`src/rtl/wb_uart_pkg.sv`:
```
// Shared definitions for wb_uart: register offsets, STATUS bit positions,
// serial FSM encodings and the divisor floor.
package wb_uart_pkg;

    localparam logic [1:0] ADDR_DATA   = 2'd0;
    localparam logic [1:0] ADDR_STATUS = 2'd1;
    localparam logic [1:0] ADDR_DIV    = 2'd2;
    localparam logic [1:0] ADDR_CTRL   = 2'd3;

    localparam int STAT_RX_NONEMPTY = 0;
    localparam int STAT_TX_FULL     = 1;
    localparam int STAT_TX_IDLE     = 2;
    localparam int STAT_OVERRUN     = 3;
    localparam int STAT_FRAMING     = 4;

    localparam logic [15:0] MIN_DIV = 16'd4;

    typedef enum logic [1:0] {TX_IDLE, TX_START, TX_BITS, TX_STOP} txState_e;
    typedef enum logic [1:0] {RX_IDLE, RX_START, RX_BITS, RX_STOP} rxState_e;

    function automatic logic [15:0] effectiveDiv(input logic [15:0] div);
        return (div < MIN_DIV) ? MIN_DIV : div;
    endfunction

endpackage

```
`src/rtl/sync_fifo.sv`:
```
// Single-clock FIFO with first-word fall-through read data; a push into a
// full FIFO is accepted only when a pop happens in the same cycle.
module sync_fifo #(
    parameter int WIDTH = 8,
    parameter int DEPTH = 16
) (
    input  logic             clk_i,
    input  logic             rst_ni,
    input  logic             push_i,
    input  logic             pop_i,
    input  logic [WIDTH-1:0] data_i,
    output logic [WIDTH-1:0] data_o,
    output logic             full_o,
    output logic             empty_o
);

    localparam int AW = $clog2(DEPTH);

    logic [WIDTH-1:0] mem_q [DEPTH];
    logic [AW-1:0]    wrPtr_q, rdPtr_q;
    logic [AW:0]      count_q;
    logic             doPush, doPop;

    assign full_o  = (count_q == (AW+1)'(DEPTH));
    assign empty_o = (count_q == '0);
    assign data_o  = mem_q[rdPtr_q];
    assign doPop   = pop_i & ~empty_o;
    assign doPush  = push_i & (~full_o | doPop);

    always_ff @(posedge clk_i) begin
        if (doPush) begin
            mem_q[wrPtr_q] <= data_i;
        end
    end

    always_ff @(posedge clk_i or negedge rst_ni) begin
        if (!rst_ni) begin
            wrPtr_q <= '0;
            rdPtr_q <= '0;
            count_q <= '0;
        end else begin
            if (doPush) begin
                wrPtr_q <= wrPtr_q + 1'b1;
            end
            if (doPop) begin
                rdPtr_q <= rdPtr_q + 1'b1;
            end
            if (doPush && !doPop) begin
                count_q <= count_q + 1'b1;
            end else if (!doPush && doPop) begin
                count_q <= count_q - 1'b1;
            end
        end
    end

endmodule

```
`src/rtl/wb_uart.sv`:
```
// Wishbone-attached 8N1 UART: DATA/STATUS/DIV/CTRL registers, TX and RX FIFOs,
// sticky overrun/framing flags and a registered active-low interrupt.
module wb_uart
    import wb_uart_pkg::*;
#(
    parameter int DEFAULT_DIV = 434,
    parameter int FIFO_DEPTH  = 16
) (
    input  logic        clk_i,
    input  logic        rst_ni,
    input  logic        wb_cyc_i,
    input  logic        wb_stb_i,
    input  logic        wb_we_i,
    input  logic [3:0]  wb_sel_i,
    input  logic [29:0] wb_adr_i,
    input  logic [31:0] wb_dat_i,
    output logic [31:0] wb_dat_o,
    output logic        wb_ack_o,
    input  logic        uart_rx,
    output logic        uart_tx,
    output logic        irq_no
);

    logic        ack_q, irq_q, overrun_q, framing_q;
    logic [31:0] dat_q, readData;
    logic [15:0] div_q, effDiv;
    logic [1:0]  ctrl_q;
    logic [4:0]  status;
    logic        busReq, regWrite, txPush, rxPop;
    logic        txPop, txFull, txEmpty, txIdle;
    logic        rxPush, rxFull, rxEmpty, framingSet, overrunSet;
    logic [7:0]  txHead, rxHead;
    logic        unusedBits;

    txState_e    txState_q, txState_d;
    logic [15:0] txCnt_q, txCnt_d;
    logic [2:0]  txBit_q, txBit_d;
    logic [7:0]  txShift_q, txShift_d;
    logic        txLine_q, txLine_d;

    rxState_e    rxState_q, rxState_d;
    logic [15:0] rxCnt_q, rxCnt_d;
    logic [2:0]  rxBit_q, rxBit_d;
    logic [7:0]  rxShift_q, rxShift_d;
    logic        rxSync1_q, rxSync2_q, rxPrev_q;

    assign unusedBits = ^{wb_adr_i[29:2], wb_sel_i[3:2], wb_dat_i[31:16]};

    assign busReq     = wb_cyc_i & wb_stb_i & ~ack_q;
    assign regWrite   = busReq & wb_we_i & wb_sel_i[0];
    assign txPush     = regWrite & (wb_adr_i[1:0] == ADDR_DATA);
    assign rxPop      = busReq & ~wb_we_i & (wb_adr_i[1:0] == ADDR_DATA) & ~rxEmpty;
    assign overrunSet = rxPush & rxFull & ~rxPop;
    assign txIdle     = txEmpty & (txState_q == TX_IDLE);
    assign effDiv     = effectiveDiv(div_q);

    assign wb_ack_o = ack_q;
    assign wb_dat_o = dat_q;
    assign uart_tx  = txLine_q;
    assign irq_no   = irq_q;

    sync_fifo #(.WIDTH(8), .DEPTH(FIFO_DEPTH)) u_txFifo (
        .clk_i   (clk_i),
        .rst_ni  (rst_ni),
        .push_i  (txPush),
        .pop_i   (txPop),
        .data_i  (wb_dat_i[7:0]),
        .data_o  (txHead),
        .full_o  (txFull),
        .empty_o (txEmpty)
    );

    sync_fifo #(.WIDTH(8), .DEPTH(FIFO_DEPTH)) u_rxFifo (
        .clk_i   (clk_i),
        .rst_ni  (rst_ni),
        .push_i  (rxPush),
        .pop_i   (rxPop),
        .data_i  (rxShift_q),
        .data_o  (rxHead),
        .full_o  (rxFull),
        .empty_o (rxEmpty)
    );

    assign status[STAT_RX_NONEMPTY] = ~rxEmpty;
    assign status[STAT_TX_FULL]     = txFull;
    assign status[STAT_TX_IDLE]     = txIdle;
    assign status[STAT_OVERRUN]     = overrun_q;
    assign status[STAT_FRAMING]     = framing_q;

    always_comb begin
        readData = '0;
        case (wb_adr_i[1:0])
            ADDR_DATA:   if (!rxEmpty) readData[7:0] = rxHead;
            ADDR_STATUS: readData[4:0] = status;
            ADDR_DIV:    readData[15:0] = div_q;
            ADDR_CTRL:   readData[1:0] = ctrl_q;
            default:     readData = '0;
        endcase
    end

    always_ff @(posedge clk_i or negedge rst_ni) begin
        if (!rst_ni) begin
            ack_q     <= 1'b0;
            dat_q     <= '0;
            div_q     <= 16'(DEFAULT_DIV);
            ctrl_q    <= '0;
            overrun_q <= 1'b0;
            framing_q <= 1'b0;
            irq_q     <= 1'b1;
        end else begin
            ack_q <= busReq;
            dat_q <= (busReq && !wb_we_i) ? readData : '0;
            if (regWrite && wb_adr_i[1:0] == ADDR_DIV) begin
                div_q[7:0] <= wb_dat_i[7:0];
                if (wb_sel_i[1]) begin
                    div_q[15:8] <= wb_dat_i[15:8];
                end
            end
            if (regWrite && wb_adr_i[1:0] == ADDR_CTRL) begin
                ctrl_q <= wb_dat_i[1:0];
            end
            // A new error event wins over a simultaneous write-1-clear.
            if (overrunSet) begin
                overrun_q <= 1'b1;
            end else if (regWrite && wb_adr_i[1:0] == ADDR_STATUS && wb_dat_i[STAT_OVERRUN]) begin
                overrun_q <= 1'b0;
            end
            if (framingSet) begin
                framing_q <= 1'b1;
            end else if (regWrite && wb_adr_i[1:0] == ADDR_STATUS && wb_dat_i[STAT_FRAMING]) begin
                framing_q <= 1'b0;
            end
            irq_q <= ~((ctrl_q[0] & ~rxEmpty) | (ctrl_q[1] & txIdle));
        end
    end

    // Bit counters reload from the current divisor at every bit boundary,
    // so a DIV write during a frame applies from the next bit.
    always_comb begin
        txState_d = txState_q;
        txCnt_d   = txCnt_q;
        txBit_d   = txBit_q;
        txShift_d = txShift_q;
        txPop     = 1'b0;
        if (txState_q != TX_IDLE && txCnt_q != '0) begin
            txCnt_d = txCnt_q - 16'd1;
        end else begin
            case (txState_q)
                TX_IDLE, TX_STOP: begin
                    txState_d = TX_IDLE;
                    if (!txEmpty) begin
                        txPop     = 1'b1;
                        txShift_d = txHead;
                        txState_d = TX_START;
                        txCnt_d   = effDiv - 16'd1;
                    end
                end
                TX_START: begin
                    txState_d = TX_BITS;
                    txBit_d   = 3'd0;
                    txCnt_d   = effDiv - 16'd1;
                end
                TX_BITS: begin
                    txCnt_d = effDiv - 16'd1;
                    if (txBit_q == 3'd7) begin
                        txState_d = TX_STOP;
                    end else begin
                        txShift_d = txShift_q >> 1;
                        txBit_d   = txBit_q + 3'd1;
                    end
                end
                default: txState_d = TX_IDLE;
            endcase
        end
        txLine_d = (txState_d == TX_START) ? 1'b0 :
                   (txState_d == TX_BITS)  ? txShift_d[0] : 1'b1;
    end

    always_ff @(posedge clk_i or negedge rst_ni) begin
        if (!rst_ni) begin
            txState_q <= TX_IDLE;
            txCnt_q   <= '0;
            txBit_q   <= '0;
            txShift_q <= '0;
            txLine_q  <= 1'b1;
        end else begin
            txState_q <= txState_d;
            txCnt_q   <= txCnt_d;
            txBit_q   <= txBit_d;
            txShift_q <= txShift_d;
            txLine_q  <= txLine_d;
        end
    end

    // The START wait is half a bit so every later sample lands mid-bit.
    always_comb begin
        rxState_d  = rxState_q;
        rxCnt_d    = rxCnt_q;
        rxBit_d    = rxBit_q;
        rxShift_d  = rxShift_q;
        rxPush     = 1'b0;
        framingSet = 1'b0;
        if (rxState_q != RX_IDLE && rxCnt_q != '0) begin
            rxCnt_d = rxCnt_q - 16'd1;
        end else begin
            case (rxState_q)
                RX_IDLE: begin
                    if (rxPrev_q && !rxSync2_q) begin
                        rxState_d = RX_START;
                        rxCnt_d   = (effDiv >> 1) - 16'd1;
                    end
                end
                RX_START: begin
                    if (rxSync2_q) begin
                        rxState_d = RX_IDLE;
                    end else begin
                        rxState_d = RX_BITS;
                        rxBit_d   = 3'd0;
                        rxCnt_d   = effDiv - 16'd1;
                    end
                end
                RX_BITS: begin
                    rxShift_d = {rxSync2_q, rxShift_q[7:1]};
                    rxCnt_d   = effDiv - 16'd1;
                    if (rxBit_q == 3'd7) begin
                        rxState_d = RX_STOP;
                    end else begin
                        rxBit_d = rxBit_q + 3'd1;
                    end
                end
                RX_STOP: begin
                    rxState_d  = RX_IDLE;
                    rxPush     = rxSync2_q;
                    framingSet = ~rxSync2_q;
                end
                default: rxState_d = RX_IDLE;
            endcase
        end
    end

    always_ff @(posedge clk_i or negedge rst_ni) begin
        if (!rst_ni) begin
            rxState_q <= RX_IDLE;
            rxCnt_q   <= '0;
            rxBit_q   <= '0;
            rxShift_q <= '0;
            rxSync1_q <= 1'b1;
            rxSync2_q <= 1'b1;
            rxPrev_q  <= 1'b1;
        end else begin
            rxState_q <= rxState_d;
            rxCnt_q   <= rxCnt_d;
            rxBit_q   <= rxBit_d;
            rxShift_q <= rxShift_d;
            rxSync1_q <= uart_rx;
            rxSync2_q <= rxSync1_q;
            rxPrev_q  <= rxSync2_q;
        end
    end

endmodule

```
`config.mk`:
```
export PLATFORM = sky130hd
export DESIGN_NAME = wb_uart
export DESIGN_NICKNAME = d
export VERILOG_FILES = /design/src/rtl/wb_uart_pkg.sv /design/src/rtl/sync_fifo.sv /design/src/rtl/wb_uart.sv
export SDC_FILE = /design/constraint.sdc
export NUM_CORES = 1
export LEC_CHECK = 0
export ABC_AREA = 1
export CAP_MARGIN = 10
export CORE_MARGIN = 2
export CORE_UTILIZATION = 62
export CTS_BUF_LIST = sky130_fd_sc_hd__clkbuf_2
export CTS_CLUSTER_DIAMETER = 200
export DETAILED_ROUTE_END_ITERATION = 12
export PLACE_DENSITY = 0.78
export RECOVER_POWER = 100
export SYNTH_ARGS = -nofsm -noshare
export SYNTH_HDL_FRONTEND = slang
export SYNTH_HIERARCHICAL = 1
export SYNTH_SLANG_ARGS = --single-unit
```
`constraint.sdc`:
```
create_clock -name clk_i -period 4.3 [get_ports clk_i]
set_clock_uncertainty 0.2 [all_clocks]
set_input_delay 0.86 -clock clk_i [delete_from_list [all_inputs] [get_ports clk_i]]
set_output_delay 0.86 -clock clk_i [all_outputs]
set_load 0.02 [all_outputs]
```
-- After elaboration in Yosys (flattened, before gate mapping)
Memories as Yosys holds them, arrays and structs flattened.
Cells that the tools add are included.
- logic and storage cells: 196
- memories kept: 2
- output and inout port bits: 35
- bits in writable memories: 256
- register bits after elaboration: 126
- input port bits: 72
- memory list (name ; depth ; width ; read ports ; clocked after Yosys merged registers in ; wr ports ; line ; RTL):
    u_rxFifo.mem_q ; 16 ; 8 ; 1 ; 0 ; 1 ; sync_fifo.sv:19 ; logic [WIDTH-1:0] mem_q [DEPTH];
    u_txFifo.mem_q ; 16 ; 8 ; 1 ; 0 ; 1 ; sync_fifo.sv:19 ;
- bitwise logic cells: 31
- mux-type cells: 52
- magnitude comparators: 1
- eq/ne operators: 24
- $add $sub $neg: 14
- reduce and logical (&&, ||, !) cells: 45
- operators with widths (cell ; number):
    $mux 16 ; 7
    $pmux 16 s3 ; 1
    $sub 16x1->16 const B ; 3
    $mux 8 ; 4
    $pmux 16 s2 ; 1
    $reduce_bool 16->1 ; 2
    $mux 5 ; 4
    $mux 1 ; 19
    $pmux 3 s2 ; 3
    $reduce_bool 2->1 ; 9
    $and 1x1->1 ; 17
    $add 4x1->4 const B ; 4
    $lt 16x3->1 const B ; 1
    $pmux 2 s4 ; 2
    $pmux 8 s2 ; 1
    $sub 15x1->16 const B ; 1
    $eq 2x2->1 const B ; 7
    $logic_and 1x1->1 ; 13
    $ne 2x2->1 const B ; 6
    $not 1->1 ; 11
    $add 5x1->5 const B ; 2
    $eq 5x5->1 const B ; 2
    $logic_not 5->1 ; 2
    $mux 2 ; 5
    other kinds (16) ; 40

-- Logic depth before layout (Yosys ltp)
Gate-level depths: netlist of the first run.
- word-level depth: 12
- mapped depth: 23
- depth with buffers taken out: 22

-- Hierarchy
The synthesis of the first run kept the hierarchy.
- by module, submodules not included (module ; area an instance (um^2) ; cells each ; sequential area each (um^2) ; times used):
    sync_fifo (u_rxFifo) ; 6361.1 ; 630 ; 4169.0 ; 1
    sync_fifo (u_txFifo) ; 6293.5 ; 630 ; 4169.0 ; 1
    wb_uart ; 6155.9 ; 814 ; 2514.9 ; 1

-- Least setup slack after synthesis of the first run
OpenSTA, ideal clock, no wires.
- path type: input to register
- start: in wb_cyc_i
- end: reg u_rxFifo.count_q[4]
- stages: 20
- path slack: 685 ps
- setup time: 116 ps
- data required time: 3984 ps
- arrival: 3299 ps
- path buffers: 1
- cells stage by stage: nand2_1 nor2_2 inv_1 nor2_1 inv_1 nor3_1 inv_1 nand4_2 nand2_1 buf_4 inv_2 ha_1 inv_1 fa_1 nand2_1 nand3_1 nand3_1 nand2_1 nand2_1 nand2_1
- cells in the longest elaborated chain, start to end: 11
- elaborated cells between the ends (all ways): 14
- those cells by class: mux: 1; bitwise: 8; reduce/logical: 5
- RTL lines (item ; line ; RTL):
    from (decl) ; wb_uart.sv:11 ; input logic wb_cyc_i,
    $and 1x1->1 * (2 in series) ; wb_uart.sv:49 ; assign busReq = wb_cyc_i & wb_stb_i & ~ack_q;
    named net busReq ; wb_uart.sv:29 ; logic busReq, regWrite, txPush, rxPop;
    $and 1x1->1 * (3 in series) ; wb_uart.sv:52 ; assign rxPop = busReq & ~wb_we_i & (wb_adr_i[1:0] == ADDR_DATA) & ~rxEmpty;
    named net rxPop ; wb_uart.sv:29 ;
    $and 1x1->1 * ; sync_fifo.sv:27 ; assign doPop = pop_i & ~empty_o;
    $or 1x1->1 * ; sync_fifo.sv:28 ; assign doPush = push_i & (~full_o | doPop);
    $and 1x1->1 * ; sync_fifo.sv:28 ;
    named net u_rxFifo.doPush ; sync_fifo.sv:22 ; logic doPush, doPop;
    $logic_not 1->1 ; sync_fifo.sv:50 ; end else if (!doPush && doPop) begin
    $logic_and 1x1->1 ; sync_fifo.sv:50 ;
    $reduce_bool 2->1 (no source line) ; n/a ;
    to (signal assigned) ; sync_fifo.sv:49 ; count_q <= count_q + 1'b1;
    to (signal assigned) ; sync_fifo.sv:51 ; count_q <= count_q - 1'b1;
    to (decl) ; sync_fifo.sv:21 ; logic [AW:0] count_q;
Mark *: on every way through the listed nets, which the timed path passes. The rest lies on a longest branch.
A chain may end at the register's enable or synchronous reset.

-- Final worst setup path of the first run
- start: reg txCnt_q[0]
- end: mem u_txFifo.mem_q[11][7], enable pin
- cells in the longest elaborated chain, start to end: 8
- RTL lines (item ; line ; RTL):
    from (decl) ; wb_uart.sv:36 ; logic [15:0] txCnt_q, txCnt_d;
    from (signal assigned) ; wb_uart.sv:188 ; txCnt_q <= txCnt_d;
    $reduce_bool 16->1 ; wb_uart.sv:145 ; if (txState_q != TX_IDLE && txCnt_q != '0) begin
    $logic_and 1x1->1 ; wb_uart.sv:145 ;
    $mux 1 ; wb_uart.sv:145 ;
    named net txPop ; wb_uart.sv:30 ; logic txPop, txFull, txEmpty, txIdle;
    $and 1x1->1 ; sync_fifo.sv:27 ;
    $or 1x1->1 ; sync_fifo.sv:28 ;
    $and 1x1->1 ; sync_fifo.sv:28 ;
    $mux 1 ; sync_fifo.sv:31 ; if (doPush) begin
    $mux 1 (not written as such) ; sync_fifo.sv:32 ; mem_q[wrPtr_q] <= data_i;
    to (decl) ; sync_fifo.sv:19 ;
The timed path passes the listed nets, and every way through them passes these cells.

==> flow_metrics.tcl, run 1 <==
set metrics [dict create \
    status "complete, but fails checks" \
    violations "max-capacitance violations, max-slew violations" \
    required_ns 4.67 \
    fin_hold_ws_ns 0.1666 \
    finalHoldViolations 0 \
    min_to "rxSync2_q" \
    synth_mux_area_share_pct 0.05986 \
    io_pins 107 \
    critical_path_arrival_ns 4.12 \
    worstMarginPinSlew_ns 2.704 \
    core_sq_mm 0.02980 \
    reg2reg_depth 14 \
    r2r_end "u_txFifo/mem_q[11][7]" \
    first_pass_iters 5 \
    grt_pass1_wl_um 70420 \
    place_inst 2486 \
    crit_type "flop to flop" \
    num_vias 14590 \
    postLayoutCellArea_sq_mm 0.02024 \
    syn-instance-count 2074 \
    synth_compound_area_share_pct 4.663 \
    post-cts-setup-buffers 0 \
    reg2reg_setup_slack_ns 0.56 \
    cts_max_level 3 \
    die_w_um 178.2 \
    slew_headroom_pct -80.27 \
    cp_max_fo 20 \
    whs_path_depth 0 \
    mostFrequentLayoutCell "nand2_1" \
    viasPerCell 5.495 \
    ir_drop_mv 0.3216 \
    start_util_pct 63.13 \
    cp-start-kind "flop" \
    cts_sinks 382 \
    met2WireLength_um 20840 \
    dp_hpwl_um 29870 \
    clock_latency_ns 0.93 \
    ant_nets 0 \
    hold_path_startpoint "rxSync1_q" \
    wire_per_inst_um 16.72 \
    portBuffers 44 \
    finalPower_mw 9.800 \
    final_cell_mix "nand2_1, edfxtp_1, inv_1" \
    synthSimpleGateAreaFrac_pct 25.93 \
    gp_congestion 0.9204 \
    num_rows 63 \
    root_buffer "clkbuf_2" \
    placed_cell_area_sq_mm 0.01961 \
    synth_ff_type "edfxtp_1" \
    area_growth_pct 7.609 \
    avgSynthCellArea_sq_um 9.070 \
    setup_viol 0 \
    layout-drive-gt1-share_pct 10.95 \
    drt_iter0_markers 1614 \
    clkTransAtPathRegs_ns 0.09 \
    ys_seq_area_share_pct 57.70 \
    drc 0 \
    die_height_um 178.2 \
    setup_tns_ns 0 \
    max_freq_mhz 267.2 \
    grt_overflow 0 \
    synth-adder-area-share_pct 2.541 \
    wl_um 44380 \
    yosys_warnings 6 \
    synth-seq-cells 382 \
    track_usage_pct 28.83 \
    tritoncts "built" \
    fin_crit_ns 3.743 \
    synthXorXnorAreaFrac_pct 1.397 \
    rsz0062_at_grt "no" \
    synth-edff-count 256 \
    rr_startpoint "txCnt_q[0]" \
    ys_types 54 \
    cts_buffer_depth 3 \
    power_density_mw_per_mm2 484.1 \
    top_layer "met4" \
    num-nets-final 2300 \
    syn-cell-area_sq_mm 0.01881 \
    slew_violations 156 \
    cts_buffers 92 \
    grt_pass1_vias 13800 \
    synth_top_family_by_area "simple AND/OR/NAND/NOR gates" \
    fin_cells 2655 \
    timing.final.crit_share_pct 87.05 \
    cp-end-kind "flop" \
    cap_violations 2 \
    power.leakage_nw 9.169 \
    hold_class "flop to flop" \
    m1WireLength_um 18680 \
    met3_length_um 3642 \
    antenna_found_initial 1 \
    die_area_sq_mm 0.03175 \
    grt_max_degree 105 \
    async_reset_ff_share_pct 32.98 \
]
## worst max path at each step
stage,slack (ns),from,cells past startpoint,endpoint
6_report,0.56,txCnt_q[0],14,u_txFifo/mem_q[11][7]
4_1_cts,0.73,txCnt_q[0],21,u_txFifo/count_q[4]
2_1_floorplan,0.68,wb_cyc_i,20,u_rxFifo/count_q[4]
5_1_grt,0.17,txCnt_q[0],21,u_txFifo/count_q[4]
3_3_place_gp,0.33,wb_cyc_i,20,u_rxFifo/count_q[4]
3_5_place_dp,0.23,wb_stb_i,20,u_rxFifo/count_q[4]
## logic make-up (layout without fill, tap and decap cells)
kind of cell               count (synthesis)  count (layout)
buffers and inverters                    329             504
and+or+nand+nor                         1146            1146
other                                      1              17
muxes                                      1               1
xor gates and xnor gates                  30              30
AOI/OAI and AO/OA                        148             148
adders and majority gates                 37              37
DFF                                      382             382
## what timing repair did
action,4_1_cts,5_1_grt
hold buffers,1,0
resized for setup,0,0
hold endpoints to repair,93,0
setup endpoints to repair,0,0
## worst max-delay path, cell delays in order (launching register included)
cell and delay [ns]:
dfrtp_1 0.37, inv_1 0.13, ha_1 0.23, nand3_1 0.20, nor2_1 0.19, nand2_1 0.13
nand2_4 0.22, inv_1 0.22, nor2_1 0.27, inv_1 0.09, nand4_2 0.14, nand2_1 0.08
clkbuf_1 0.40, nor3_1 0.29, clkbuf_2 0.30
## cell type report
| type | instances | area, sq um |
|---|---|---|
| diodes | 1 | 2.502 |
| clock buffers | 141 | 705.7 |
| clock inverters | 26 | 120.1 |
| fillers | 2343 | 9554 |
| inverters | 248 | 932.1 |
| multi-input cells | 1378 | 6464 |
| flip-flops and latches | 382 | 10850 |
| well taps | 390 | 488.0 |
| repair buffers | 89 | 676.9 |
## synth_stat cells, types with 4 or more instances
library cell / instances / area (sq um)
nand2_1: 657 / 2466
edfxtp_1: 256 / 7687
inv_1: 210 / 788.3
nor2_1: 206 / 773.2
nand3_1: 169 / 845.8
dfrtp_1: 116 / 2903
o21ai_0: 64 / 320.3
nor3_1: 41 / 205.2
ha_1: 35 / 437.9
inv_2: 35 / 131.4
buf_2: 34 / 170.2
a21oi_1: 32 / 160.2
buf_4: 23 / 172.7
xor2_1: 23 / 201.4
nand4_1: 17 / 106.4
clkbuf_1: 12 / 45.04
nand3_2: 12 / 120.1
dfstp_2: 10 / 262.8
nand2_2: 10 / 62.56
nor2_2: 10 / 62.56
o31ai_1: 9 / 67.56
buf_6: 8 / 90.09
o211ai_1: 7 / 52.55
o21ai_1: 7 / 35.03
xnor2_1: 7 / 61.31
a21oi_2: 6 / 52.55
a32oi_1: 5 / 43.79
o22ai_1: 5 / 31.28
nor2_4: 4 / 45.04
nor4_1: 4 / 25.02
## state kept, by name (all words and copies together) (netlist names), 3 cells and up, named ones only
signal            flops
div_q                16
rxBit_q               3
rxCnt_q              16
rxShift_q             8
txBit_q               3
txCnt_q              16
txShift_q             8
u_rxFifo/count_q      5
u_rxFifo/mem_q      128
u_rxFifo/rdPtr_q      4
u_rxFifo/wrPtr_q      4
u_txFifo/count_q      5
u_txFifo/mem_q      128
u_txFifo/rdPtr_q      4
u_txFifo/wrPtr_q      4
wb_dat_o             16
## per-layer routing
| layer | up-vias | GRT usage [%] |
|---|---|---|
| met5 | - | 0 |
| met4 | 0 | 11.72 |
| met3 | 101 | 4.604 |
| met2 | 626 | 45.99 |
| met1 | 6866 | 39.91 |
| li1 | 6996 | - |
## power by group
part / internal, mW / switching [mW] / total, mW
Combinational: 0.881 / 1.90 / 2.78
Clock: 0.879 / 1.43 / 2.31
Sequential: 4.28 / 0.430 / 4.71
Total: 6.04 / 3.76 / 9.80
## stage by stage
stage | setup WS [ns] | util, %
after floorplan | 0.6849 | -
after CTS | 0.7255 | 68.63
after global routing | 0.1720 | 67.93
after global placement | 0.3285 | 65.83
after detailed placement | 0.2250 | 65.83
final | 0.5569 | 67.93
No activity file was read; power rests on OpenSTA's default activity.
==> run 2, diff against run 1 <==
- CORE_MARGIN: 2 -> 10
==> flow_metrics.tcl, run 2 (synthesized netlist as in run 1, its figures left out) <==
set metrics [dict create \
    status "complete, but fails checks" \
    violations "max-capacitance violations, max-slew violations" \
    cp.depth 12 \
    timing.final.crit_share_pct 88.21 \
    gp_congestion 0.9419 \
    reg2reg_setup_slack_ns 0.51 \
    cts_sinks 382 \
    num_rows 63 \
    worstMarginPinSlew_ns 1.977 \
    track_usage_pct 24.24 \
    cp_top_family "simple AND/OR/NAND/NOR gates" \
    viasPerCell 5.485 \
    pwr-share-comb_pct 27.9 \
    grt_max_degree 83 \
    start_util_pct 63.13 \
    multiInputGateArea_sq_mm 0.006467 \
    r2r_end "u_rxFifo/mem_q[9][4]" \
    core_sq_mm 0.02980 \
    place_inst 2489 \
    root_buffer "clkbuf_2" \
    max_freq_mhz 263.6 \
    grt_overflow 0 \
    hold_class "flop to flop" \
    die_w_um 194.2 \
    postLayoutCellArea_sq_mm 0.02037 \
    dp_hpwl_um 31330 \
    critical_path_arrival_ns 4.11 \
    cts_max_level 3 \
    drc 0 \
    power_density_mw_per_mm2 490.1 \
    dp_slack_ns 0.2910 \
    cap_violations 2 \
    fin_crit_ns 3.793 \
    tritoncts "built" \
    slowest_stage "nor2_1" \
    setup_slack_ns 0.5068 \
    io_pins 107 \
    whs_path_depth 0 \
    cts_buffer_depth 3 \
    reg.largest.list "u_rxFifo/mem_q x128, u_txFifo/mem_q x128" \
    finalHoldViolations 0 \
    switchingPower_mw 3.823 \
    wire_per_inst_um 17.36 \
    power.leakage_nw 9.248 \
    setup_tns_ns 0 \
    finalPower_mw 9.982 \
    post-cts-setup-buffers 0 \
    required_ns 4.61 \
    rr_startpoint "rxCnt_q[0]" \
    mostFrequentLayoutCell "nand2_1" \
    power_frac_seq_pct 47.5 \
    clkPwrFrac_pct 24.7 \
    first_pass_iters 6 \
    cp-start-kind "flop" \
    ant_nets 0 \
    drt_iter0_markers 1476 \
    area_growth_pct 8.288 \
    min_to "rxSync2_q" \
    wl_um 46330 \
    swShare_pct 38.30 \
    reg2reg_depth 12 \
    die_height_um 194.2 \
    ir_drop_mv 0.4366 \
    die_area_sq_mm 0.03771 \
    slew_headroom_pct -31.78 \
    clkTransAtPathRegs_ns 0.10 \
    p_int_mw 6.159 \
    grt_pass1_wl_um 74240 \
    antenna_found_initial 1 \
    hold_path_startpoint "rxSync1_q" \
    final_cell_mix "nand2_1, edfxtp_1, inv_1" \
    slew_violations 71 \
    cp_max_fo 20 \
    grt_pass1_vias 14390 \
    cts_buffers 95 \
    crit_type "flop to flop" \
    cp_num_buf_inv 4 \
    crit_chain "inv_1 > ha_1 > nand3_1 > nor2_2 > nand4_2 > nand2_1 > inv_1 > nor2_1 > nand2_1 > clkbuf_1 > nor3_1 > clkbuf_1" \
    layout-drive-gt1-share_pct 11.29 \
    cp-end-kind "flop" \
    seq_area_sq_mm 0.01085 \
    fin_cells 2668 \
    clock_latency_ns 0.92 \
    cpPeakStageDelay_ns 0.47 \
    rsz0062_at_grt "no" \
    setup_viol 0 \
    fill_cells 2349 \
    num_vias 14630 \
    placed_cell_area_sq_mm 0.01964 \
    num-nets-final 2306 \
    portBuffers 44 \
]
## run 2: cell types whose count changed in the layout (fill, tap and decap cells not counted), sizes merged, moves of 2 or more
cell | before | now
buf | 15 | 23
clkinv | 22 | 27
clkbuf | 171 | 175
inv | 249 | 246
clkinvlp | 3 | 1
## run 2: power by group through the flow
stage | combinational (mW) | sequential (mW) | clock (mW)
floorplan | 2.22 | 4.60 | 0
global placement | 2.71 | 4.80 | 0
detailed placement | 2.80 | 4.81 | 0
CTS | 2.81 | 4.74 | 2.54
global route | 3.14 | 4.79 | 2.73
finish | 2.78 | 4.74 | 2.46
## run 2: cell type report
cell class,count,area share (%)
diodes,1,0.01229
clock buffers,150,3.686
clock inverters,27,0.7985
inverters,248,4.576
multi-input cells,1378,31.75
flip-flops and latches,382,53.29
well taps,390,2.396
repair buffers,92,3.495
## run 2: metal layers
| layer | track usage, % | vias to the layer above | share of wire (%) |
|---|---|---|---|
| li1 | - | 7021 | - |
| met2 | 38.97 | 644 | 48 |
| met1 | 31.94 | 6884 | 41 |
| met5 | 0 | - | 0 |
| met4 | 9.540 | 0 | 2.8 |
| met3 | 4.564 | 84 | 8.5 |
## run 2: per-stage QoR
stage / util (%) / hold WS (ns)
after floorplan: - / 0.1452
after detailed placement: 65.90 / 0.1476
final: 68.36 / 0.1651
after CTS: 69.00 / 0.07003
after global placement: 65.90 / 0.1468
after global routing: 68.36 / 0.1715
## run 2: worst max-delay path by stage
stage	startpoint	end	slack, ns
floorplan	wb_cyc_i	u_rxFifo/count_q[4]	0.68
CTS	txCnt_q[0]	u_txFifo/count_q[4]	0.87
global placement	wb_cyc_i	u_rxFifo/count_q[4]	0.40
detailed placement	wb_cyc_i	u_rxFifo/count_q[4]	0.29
finish	rxCnt_q[0]	u_rxFifo/mem_q[9][4]	0.51
global route	txCnt_q[0]	u_txFifo/count_q[4]	0.24
## run 2: timing repair
action | CTS | global route
hold buffers | 1 | 0
resized for setup | 0 | 0
endpoints found under the hold margin | 55 | 0
endpoints found under the setup margin | 0 | 0
